`src/rtl/canbus_pkg.sv`:
```
// canbus_pkg: shared widths, scheduler state encoding and tx result decode
// for the CAN transmit scheduler.
package canbus_pkg;

  localparam int CAN_ID_W   = 11;
  localparam int CAN_DATA_W = 32;
  localparam int RETRY_W    = 4;

  typedef enum logic [1:0] {
    S_IDLE   = 2'd0,
    S_LAUNCH = 2'd1,
    S_WAIT   = 2'd2,
    S_GAP    = 2'd3
  } sched_state_t;

  typedef enum logic [1:0] {
    TX_OK       = 2'd0,
    TX_ARB_LOST = 2'd1,
    TX_ACK_ERR  = 2'd2
  } tx_res_t;

  // Arbitration loss dominates. A frame that lost the bus never reached
  // its ACK slot, so its ACK flag means nothing.
  function automatic tx_res_t tx_result(input logic arb_lost, input logic ack_err);
    if (arb_lost)     return TX_ARB_LOST;
    else if (ack_err) return TX_ACK_ERR;
    else              return TX_OK;
  endfunction

endpackage

```
`src/rtl/canbus_prio_select.sv`:
```
// canbus_prio_select: combinational CAN-priority pick over mailbox slots.
//   pending  in  NUM_MBOX            slot valid mask
//   ids      in  NUM_MBOX x 11       slot IDs
//   win_idx  out $clog2(NUM_MBOX)    lowest-ID pending slot, lowest index on ties
//   any      out 1                   at least one slot pending
module canbus_prio_select
  import canbus_pkg::*;
#(
  parameter int NUM_MBOX = 4,
  parameter int IDX_W    = $clog2(NUM_MBOX)
) (
  input  logic [NUM_MBOX-1:0]               pending,
  input  logic [NUM_MBOX-1:0][CAN_ID_W-1:0] ids,
  output logic [IDX_W-1:0]                  win_idx,
  output logic                              any
);

  logic [CAN_ID_W-1:0] best;

  // Scan upward and replace only on strictly lower ID, so ties keep the
  // lower index.
  always_comb begin
    any     = 1'b0;
    win_idx = '0;
    best    = '1;
    for (int i = 0; i < NUM_MBOX; i++) begin
      if (pending[i] && (!any || ids[i] < best)) begin
        any     = 1'b1;
        win_idx = IDX_W'(i);
        best    = ids[i];
      end
    end
  end

endmodule

```
`src/rtl/canbus_tx_scheduler.sv`:
```
// canbus_tx_scheduler: shares one CAN tx engine between NUM_MBOX mailboxes.
// It latches frames, launches the lowest pending ID, retries after ACK
// errors (at most MAX_RETRY) and after lost arbitration (no limit), and
// enforces an IFS_BITS interframe gap before each re-selection.
// Ports:
//   clk, rst_n                         clock, async active-low reset
//   mb_wr/mb_id/mb_data                per-slot write strobe, ID, payload
//   mb_pending/mb_done/mb_err          slot status, done/drop pulses
//   tx_start/tx_id/tx_data             launch strobe and held frame
//   tx_busy/tx_done/tx_arb_lost/tx_ack_err   engine status/result
// Optional: define CANBUS_SCHED_TIMEOUT_EN to drop a frame whose tx_done
// never arrives within TO_BITS bit times.
module canbus_tx_scheduler
  import canbus_pkg::*;
#(
  parameter int NUM_MBOX  = 4,
  parameter int DIVIDER   = 53,
  parameter int IFS_BITS  = 3,
  parameter int MAX_RETRY = 7,
  parameter int TO_BITS   = 160
) (
  input  logic                       clk,
  input  logic                       rst_n,
  input  logic [NUM_MBOX-1:0]        mb_wr,
  input  logic [NUM_MBOX*11-1:0]     mb_id,
  input  logic [NUM_MBOX*32-1:0]     mb_data,
  output logic [NUM_MBOX-1:0]        mb_pending,
  output logic [NUM_MBOX-1:0]        mb_done,
  output logic [NUM_MBOX-1:0]        mb_err,
  output logic                       tx_start,
  output logic [CAN_ID_W-1:0]        tx_id,
  output logic [CAN_DATA_W-1:0]      tx_data,
  input  logic                       tx_busy,
  input  logic                       tx_done,
  input  logic                       tx_arb_lost,
  input  logic                       tx_ack_err
);

  localparam int IDX_W   = $clog2(NUM_MBOX);
  localparam int BIT_CYC = 2 * (DIVIDER + 1);
  localparam int GAP_CYC = IFS_BITS * BIT_CYC;
  localparam int GAP_W   = $clog2(GAP_CYC + 1);

  // Flat port buses share the packed-array layout: slot i at [W*i +: W].
  logic [NUM_MBOX-1:0][CAN_ID_W-1:0]   wr_id;
  logic [NUM_MBOX-1:0][CAN_DATA_W-1:0] wr_data;
  assign wr_id   = mb_id;
  assign wr_data = mb_data;

  logic [NUM_MBOX-1:0][CAN_ID_W-1:0]   slot_id;
  logic [NUM_MBOX-1:0][CAN_DATA_W-1:0] slot_data;
  logic [NUM_MBOX-1:0][RETRY_W-1:0]    slot_retry;
  logic [NUM_MBOX-1:0]                 pending;

  sched_state_t      state, state_nx;
  logic [IDX_W-1:0]  act_idx;
  logic [GAP_W-1:0]  gap_cnt;

  logic [IDX_W-1:0]  win_idx;
  logic              any_pend;

  logic latch_sel, start_nx;
  logic fin_ok, fin_ack, fin_to;
  logic drop_act, clr_act, inc_act, busy_slot;
  logic [NUM_MBOX-1:0] act_oh;

  canbus_prio_select #(.NUM_MBOX(NUM_MBOX), .IDX_W(IDX_W)) u_sel (
    .pending (pending),
    .ids     (slot_id),
    .win_idx (win_idx),
    .any     (any_pend)
  );

`ifdef CANBUS_SCHED_TIMEOUT_EN
  localparam int TO_CYC = TO_BITS * BIT_CYC;
  localparam int TO_W   = $clog2(TO_CYC + 1);

  logic [TO_W-1:0] to_cnt;
  logic            to_hit;

  // Counts WAIT cycles from the tx_start cycle. It holds at its ceiling
  // rather than wrapping.
  always_ff @(posedge clk or negedge rst_n) begin
    if (!rst_n)                     to_cnt <= '0;
    else if (state != S_WAIT)       to_cnt <= '0;
    else if (to_cnt != TO_W'(TO_CYC)) to_cnt <= to_cnt + 1'b1;
  end

  assign to_hit = (to_cnt == TO_W'(TO_CYC - 1));
`endif

  // While the slot is in LAUNCH or WAIT, it owns the engine. A write to it
  // would change the frame the engine is sending.
  assign busy_slot = (state == S_LAUNCH) || (state == S_WAIT);
  assign act_oh    = {{(NUM_MBOX-1){1'b0}}, 1'b1} << act_idx;
  assign drop_act  = (fin_ack && slot_retry[act_idx] == RETRY_W'(MAX_RETRY)) || fin_to;
  assign clr_act   = fin_ok || drop_act;
  assign inc_act   = fin_ack && !drop_act;

  always_ff @(posedge clk or negedge rst_n) begin
    if (!rst_n) state <= S_IDLE;
    else        state <= state_nx;
  end

  always_comb begin
    state_nx  = state;
    latch_sel = 1'b0;
    start_nx  = 1'b0;
    fin_ok    = 1'b0;
    fin_ack   = 1'b0;
    fin_to    = 1'b0;
    case (state)
      S_IDLE: begin
        if (any_pend) begin
          latch_sel = 1'b1;
          state_nx  = S_LAUNCH;
        end
      end
      S_LAUNCH: begin
        if (!tx_busy) begin
          start_nx = 1'b1;
          state_nx = S_WAIT;
        end
      end
      S_WAIT: begin
        if (tx_done) begin
          // Lost arbitration needs no action: the slot stays pending and
          // keeps its retry count.
          case (tx_result(tx_arb_lost, tx_ack_err))
            TX_OK:      fin_ok  = 1'b1;
            TX_ACK_ERR: fin_ack = 1'b1;
            default:    ;
          endcase
          state_nx = S_GAP;
        end
`ifdef CANBUS_SCHED_TIMEOUT_EN
        else if (to_hit) begin
          fin_to   = 1'b1;
          state_nx = S_GAP;
        end
`endif
      end
      S_GAP: begin
        if (gap_cnt == GAP_W'(GAP_CYC - 1)) state_nx = S_IDLE;
      end
      default: state_nx = S_IDLE;
    endcase
  end

  // Slot storage. A write takes priority over the result of the active
  // frame, and a new frame starts with a fresh retry budget.
  always_ff @(posedge clk or negedge rst_n) begin
    if (!rst_n) begin
      slot_id    <= '0;
      slot_data  <= '0;
      slot_retry <= '0;
      pending    <= '0;
    end else begin
      for (int i = 0; i < NUM_MBOX; i++) begin
        if (mb_wr[i] && !(busy_slot && act_idx == IDX_W'(i))) begin
          slot_id[i]    <= wr_id[i];
          slot_data[i]  <= wr_data[i];
          slot_retry[i] <= '0;
          pending[i]    <= 1'b1;
        end else if (act_idx == IDX_W'(i)) begin
          if (clr_act) begin
            pending[i]    <= 1'b0;
            slot_retry[i] <= '0;
          end else if (inc_act && slot_retry[i] != '1) begin
            slot_retry[i] <= slot_retry[i] + 1'b1;
          end
        end
      end
    end
  end

  always_ff @(posedge clk or negedge rst_n) begin
    if (!rst_n)                         gap_cnt <= '0;
    else if (state != S_GAP)            gap_cnt <= '0;
    else if (gap_cnt != GAP_W'(GAP_CYC)) gap_cnt <= gap_cnt + 1'b1;
  end

  // tx_id/tx_data change only on selection, so they stay stable from
  // tx_start until tx_done.
  always_ff @(posedge clk or negedge rst_n) begin
    if (!rst_n) begin
      act_idx  <= '0;
      tx_id    <= '0;
      tx_data  <= '0;
      tx_start <= 1'b0;
      mb_done  <= '0;
      mb_err   <= '0;
    end else begin
      if (latch_sel) begin
        act_idx <= win_idx;
        tx_id   <= slot_id[win_idx];
        tx_data <= slot_data[win_idx];
      end
      tx_start <= start_nx;
      mb_done  <= fin_ok   ? act_oh : '0;
      mb_err   <= drop_act ? act_oh : '0;
    end
  end

  assign mb_pending = pending;

endmodule

```
`config.mk`:
```
export PLATFORM = sky130hd
export DESIGN_NAME = canbus_tx_scheduler
export DESIGN_NICKNAME = d
export VERILOG_FILES = /design/src/rtl/canbus_pkg.sv /design/src/rtl/canbus_prio_select.sv /design/src/rtl/canbus_tx_scheduler.sv
export SDC_FILE = /design/constraint.sdc
export NUM_CORES = 1
export LEC_CHECK = 0
export CAP_MARGIN = 20
export CORE_MARGIN = 1
export CORE_UTILIZATION = 35
export DETAILED_ROUTE_END_ITERATION = 8
export HOLD_SLACK_MARGIN = 0.1
export SLEW_MARGIN = 20
export SYNTH_ARGS = -nofsm -noshare
export SYNTH_HDL_FRONTEND = slang
export SYNTH_SLANG_ARGS = --single-unit
```
`constraint.sdc`:
```
create_clock -name clk -period 7.5 [get_ports clk]
set_input_delay 1.5 -clock clk [delete_from_list [all_inputs] [get_ports clk]]
set_output_delay 1.5 -clock clk [all_outputs]
set_load 0.1 [all_outputs]
```
# Word-level counts from Yosys, hierarchy flattened
# Index checks and enable logic that the tools add are counted.
# op_classes
n_lt_le_gt_ge	5
addsub	5
eq_ne	19
mux	64
n_reduce_logical	55
shift	1
# op_table
operator	count
4-bit two-way mux	19
32-bit binary-select mux with 2-bit select	1
11-bit two-way mux	4
11-bit < comparator	3
32-bit two-way mux	1
1-bit two-way mux	24
11-bit binary-select mux with 2-bit select	1
2-bit two-way mux	10
9-bit two-way mux	2
2-bit nonzero test	9
1-bit logical AND	17
4-bit by 1-bit adder with 4-bit output (second input constant)	4
4-bit != test (second input constant)	4
2-bit AND reduction	8
3-bit nonzero test	4
2-bit == test (second input constant)	5
2-bit != test (second input constant)	5
9-bit by 1-bit adder with 9-bit output (second input constant)	1
9-bit == test (second input constant)	1
9-bit != test (second input constant)	1
4-bit binary-select mux with 2-bit select	1
1-bit logical NOT	8
2-bit one-hot mux with 4 select lines	1
2-bit logical NOT	3
6 further kinds	12
# word_totals
inputBits	182
output_inout_bits	56
elab_cells	173
ff_bits	257

# Depth between registers and ports, before layout
# Gate-level depths: netlist of run 1.
# depth
ltp_word	16
ltp_mapped	31
depth_no_buf	25

# By module
# A second synthesis of run 1 with hierarchy kept.
# hier_totals
hier_cells	1161
area_unflattened_um2	12603.3
# by_module_without_submodules
module	seq_area_each_um2	n_inst	cells_each	area_each_um2
canbus_tx_scheduler	6431.2	1	1000	11289.6
canbus_prio_select	0.0	1	161	1313.8

# Worst setup path after synthesis of run 1
# No wires, ideal clock.
# synth_path
path_type	reg-to-reg
from	reg pending[0], in the netlist mb_pending[0]
to	reg tx_data[0]
arrival_time_ps	6831
setup_ps	132
path_slack_ps	537
path_stages_with_launch	32
cell_sequence	dfrtp_1 > clkbuf_1 > nor2b_1 > ha_1 > and4_1 > o211ai_1 > o211a_4 > a21oi_2 > buf_2 > buf_2 > nand2_1 > o21ai_0 > ha_1 > and3b_1 > a2111oi_0 > o211ai_1 > a31o_2 > o21ai_1 > clkbuf_1 > nor2_1 > a21oi_1 > ha_1 > and3_1 > nand3_1 > a211o_1 > nor2_1 > a211o_1 > o21a_1 > buf_2 > buf_6 > a221oi_1 > a21oi_1
# synth_via
elab_chain_len	15
# synth_lines
element	line_no	rtl
from (decl)	canbus_tx_scheduler.sv:53	logic [NUM_MBOX-1:0] pending;
from (signal assigned)	canbus_tx_scheduler.sv:157	pending <= '0;
from (signal, indexed assignment)	canbus_tx_scheduler.sv:164	pending[i] <= 1'b1;
from (signal, indexed assignment)	canbus_tx_scheduler.sv:167	pending[i] <= 1'b0;
11-bit two-way mux / 1-bit two-way mux (equally long branches)	canbus_prio_select.sv:27	if (pending[i] && (!any || ids[i] < best)) begin
11-bit < comparator / 1-bit logical NOT (equally long branches)	canbus_prio_select.sv:27	
1-bit logical OR	canbus_prio_select.sv:27	
1-bit logical AND	canbus_prio_select.sv:27	
11-bit two-way mux / 1-bit two-way mux (equally long branches)	canbus_prio_select.sv:27	
11-bit < comparator / 1-bit logical NOT (equally long branches)	canbus_prio_select.sv:27	
1-bit logical OR	canbus_prio_select.sv:27	
1-bit logical AND	canbus_prio_select.sv:27	
11-bit two-way mux / 1-bit two-way mux (equally long branches)	canbus_prio_select.sv:27	
11-bit < comparator / 1-bit logical NOT (equally long branches)	canbus_prio_select.sv:27	
1-bit logical OR	canbus_prio_select.sv:27	
1-bit logical AND	canbus_prio_select.sv:27	
2-bit two-way mux / 1-bit two-way mux (equally long branches)	canbus_prio_select.sv:27	
32-bit binary-select mux with 2-bit select / 1-bit two-way mux (equally long branches)	canbus_tx_scheduler.sv:197, canbus_tx_scheduler.sv:114	
32-bit two-way mux (implied by the code) / 1-bit two-way mux (equally long branches)	canbus_tx_scheduler.sv:197, canbus_tx_scheduler.sv:112	
to (signal assigned)	canbus_tx_scheduler.sv:197	tx_data <= slot_data[win_idx];
to (decl)	canbus_tx_scheduler.sv:32	output logic [CAN_DATA_W-1:0] tx_data,
# Several ways; a longest one is shown, not always the timed one. The select of a mux whose other input is x is not followed.
# A chain may end at the register's enable or synchronous reset.

# Final worst setup path of run 1
# layout_path
from	reg pending[0], in the netlist mb_pending[0]
to	reg tx_data[2]
# Same word-level chain as after synthesis.

==> results of run 1 <==
timing repair:
action                                  CTS  global route
hold endpoints to repair                  0             0
endpoints found under the setup margin    0            27
gates resized for setup                   0             2
layout by cell type, fill, tap and decap left out, types with 27 or more instances in the layout:
cell             instances
clkbuf_16               30
nand2_1                 85
nor2_1                  80
dfrtp_1                256
clkdlybuf4s50_1        236
a221oi_2                36
a21oi_1                 66
mux2_2                 218
ha_1                    40
o21ai_0                 27
stage by stage:
| stage | utilization, % | setup WS, ns | hold WS, ns | instances | area, sq um |
|---|---|---|---|---|---|
| after global routing | 47.0 | 0.0163 | 0.514 | 1730 | 16300 |
| after floorplan | - | 0.537 | 0.471 | 1020 | 12400 |
| after detailed placement | 44.1 | 0.503 | 0.490 | 1678 | 15300 |
| final | 47.0 | 0.607 | 0.498 | 1730 | 16300 |
| after global placement | 44.1 | 0.711 | 0.482 | 1678 | 15300 |
| after CTS | 46.9 | 0.466 | 0.503 | 1730 | 16300 |
state kept, by name, summed over array words and instances (netlist names), 9 cells and up:
| signal | flops |
|---|---|
| slot_retry | 16 |
| gap_cnt | 9 |
| tx_data | 32 |
| slot_data | 128 |
| tx_id | 11 |
| slot_id | 44 |
cells by family (layout without fill, tap and decap cells):
group,Yosys count,after routing,synth area share [%]
buffers and inverters,61,316,2.26
DFF,257,257,51.8
and+or+nand+nor,247,247,9.20
xor gates and xnor gates,13,13,0.978
muxes,222,222,20.2
adders and majority gates,40,40,4.03
AOI/OAI and AO/OA,180,180,11.5
routing by layer:
layer	up-vias	global-route usage (%)	part of all wire [%]
met4	4	3.94	1.8
met2	223	32.2	47
met1	4445	25.6	45
met3	50	4.47	5.5
met5	-	0	0.084
li1	4161	-	-
area by class of cell:
| type | count | area share, % |
|---|---|---|
| Tap cell | 455 | 3.49 |
| Inverter | 9 | 0.207 |
| Multi-Input combinational cell | 702 | 35.3 |
| Clock buffer | 42 | 5.25 |
| Sequential cell | 257 | 39.5 |
| Timing Repair Buffer | 255 | 15.4 |
| Clock inverter | 10 | 0.867 |
worst register-to-register path, stage by stage, from the launching register on:
cell and delay (ns):
dfrtp_2 0.52, nor2b_1 0.20, ha_1 0.30, and4_1 0.29, o211ai_1 0.13, o211a_4 0.29, a21oi_4 0.43, o21ai_0 0.22
ha_1 0.34, and3b_1 0.20, a2111oi_0 0.49, o211ai_1 0.21, a31o_2 0.26, o21ai_1 0.27, buf_4 0.29, nor2_1 0.06
a21oi_1 0.14, ha_1 0.27, a21o_1 0.17, a221oi_1 0.33, o211ai_1 0.18, o21a_2 0.41, buf_4 0.33, a221oi_1 0.34
a21oi_1 0.10
final timing paths:
kind                          startpoint  slack [ns]             to
min reg2reg                slot_data[20]        0.50  slot_data[20]
max in group asynchronous          rst_n        5.10  mb_pending[0]
max                        mb_pending[0]        0.61     tx_data[2]
min in group asynchronous          rst_n        0.92    tx_data[10]
max reg2reg                mb_pending[0]        0.61     tx_data[2]
min                        slot_data[20]        0.50  slot_data[20]
==> impl_metrics.py, run 1 <==
metrics = {
    "route": {
        "drc": 0,
        "ant_nets": 0,
        "wl_per_cell_um": 19.9,
        "via_count": 8883,
        "first_iter_violations": 369,
        "wirelength_mm": 34.5,
        "dr.pass1.iters": 5,
        "vias_per_cell": 5.13,
    },
    "worst_hold_path": {
        "min_path_cells": 1,
        "hold_path.class": "flop to flop",
    },
    "sta": {
        "clock.fmax_ghz": 0.145,
        "finalCritPeriodShare_pct": 91.9,
        "setup_viol": 0,
        "period_minus_slack_ns": 6.89,
        "clock_skew_ns": 0.00827,
        "relSlewSlack_pct": 28.5,
        "slew_violations": 0,
        "tns_ns": 0,
        "grt_setup_unrepaired": "no",
        "worst_pin_slew_ns": 1.07,
        "hold_viol_final": 0,
    },
    "flow_run": {
        "max-cap-violations": 0,
    },
    "layout": {
        "seq_area_sq_um": 6430,
        "layout-drive-gt1-share_pct": 26.9,
        "syn2layout_area_growth_pct": 31.3,
        "nNetsFinal": 1477,
        "multi_input_area_sq_um": 5750,
        "fillers": 3225,
        "diodes": 0,
    },
    "floorplanning": {
        "ios": 238,
        "core_sq_um": 34700,
        "floorplan.initialDensity_pct": 35.8,
        "placementRows": 68,
        "die_area_sq_um": 36200,
        "die_w_um": 190,
        "die_h_um": 190,
    },
    "clocking": {
        "path_clk_slew_ns": 0.06,
        "cts_tree": "done",
        "cts_hold_buffers": 0,
        "clock_latency_ns": 0.56,
        "cts.sinks": 257,
        "h-tree-depth": 1,
        "post_cts_buffers": 0,
        "clk_path_buf_depth": 3,
        "numCtsBuffers": 30,
        "cts-root-buf": "clkbuf_16",
    },
    "logic_synthesis": {
        "synthTopCellsByArea": "dfrtp_1 (52%), mux2_2 (20%), a221oi_2 (4.4%)",
        "ys_warn_count": 0,
        "syn-num-nets": 1242,
        "synth.most_common_cell": "dfrtp_1",
        "synth.top_cells.by_count": "dfrtp_1 (257), mux2_2 (218), nand2_1 (89)",
        "syn_area_sq_um": 12400,
        "synthArstFlopShare_pct": 100,
        "netlist.area_leader.share_pct": 51.8,
        "syn_inst": 1020,
        "synth_edf_count": 0,
        "syn_area_per_cell_sq_um": 12.2,
        "ys.flop_type": "dfrtp_1",
        "synth_cell_type_count": 55,
        "ys_ff_latch": 257,
        "yosysTopAreaCell": "dfrtp_1",
        "seq_area_frac_synth_pct": 51.8,
    },
    "global_route": {
        "grt_pass1_wl_mm": 54.0,
        "grt_pass1_vias": 9447,
        "track_usage_pct": 19.3,
        "grt_overflow_total": 0,
        "antenna_found_initial": 2,
        "grt_start_max_net_pins": 96,
    },
    "critical_path": {
        "setup.worst_path.class": "flop to flop",
        "worstRegToRegCells": 24,
        "crit_path_max_fanout": 19,
        "worst-path-stages": 24,
        "end_kind": "flop",
        "cpMaxStageDelayCell": "dfrtp_2",
        "worstPathRequired_ns": 7.93,
        "critPathMaxStageDelay_ns": 0.52,
        "critPathArrivalTime_ns": 7.33,
        "crit_path_cell_trace": "nor2b_1, ha_1, and4_1, o211ai_1, o211a_4, a21oi_4, o21ai_0, ha_1, and3b_1, a2111oi_0, o211ai_1, a31o_2, o21ai_1, buf_4, nor2_1, a21oi_1, ha_1, a21o_1, a221oi_1, o211ai_1, o21a_2, buf_4, a221oi_1, a21oi_1",
        "path_buf_inv": 2,
        "start_kind": "flop",
        "cp_top_family": "compound AO/OA/AOI/OAI gates",
    },
    "placed_design": {
        "gp_congestion": 0.855,
        "dp_hpwl_mm": 23.7,
        "port_buffers": 237,
    },
    "run_status": {
        "outcome": "completed",
    },
}
Power of run 1 is not shown: default switching activity piles up to over one toggle a cycle in this logic, so the estimate is an artifact.
==> inputs of run 2 (changes only) <==
SKIP_CTS_REPAIR_TIMING = 1   (was default)
==> results of run 2 <==
The final DEF is identical to that of run 1; final timing and power are the same.
Power of run 2 is left out for the same reason.
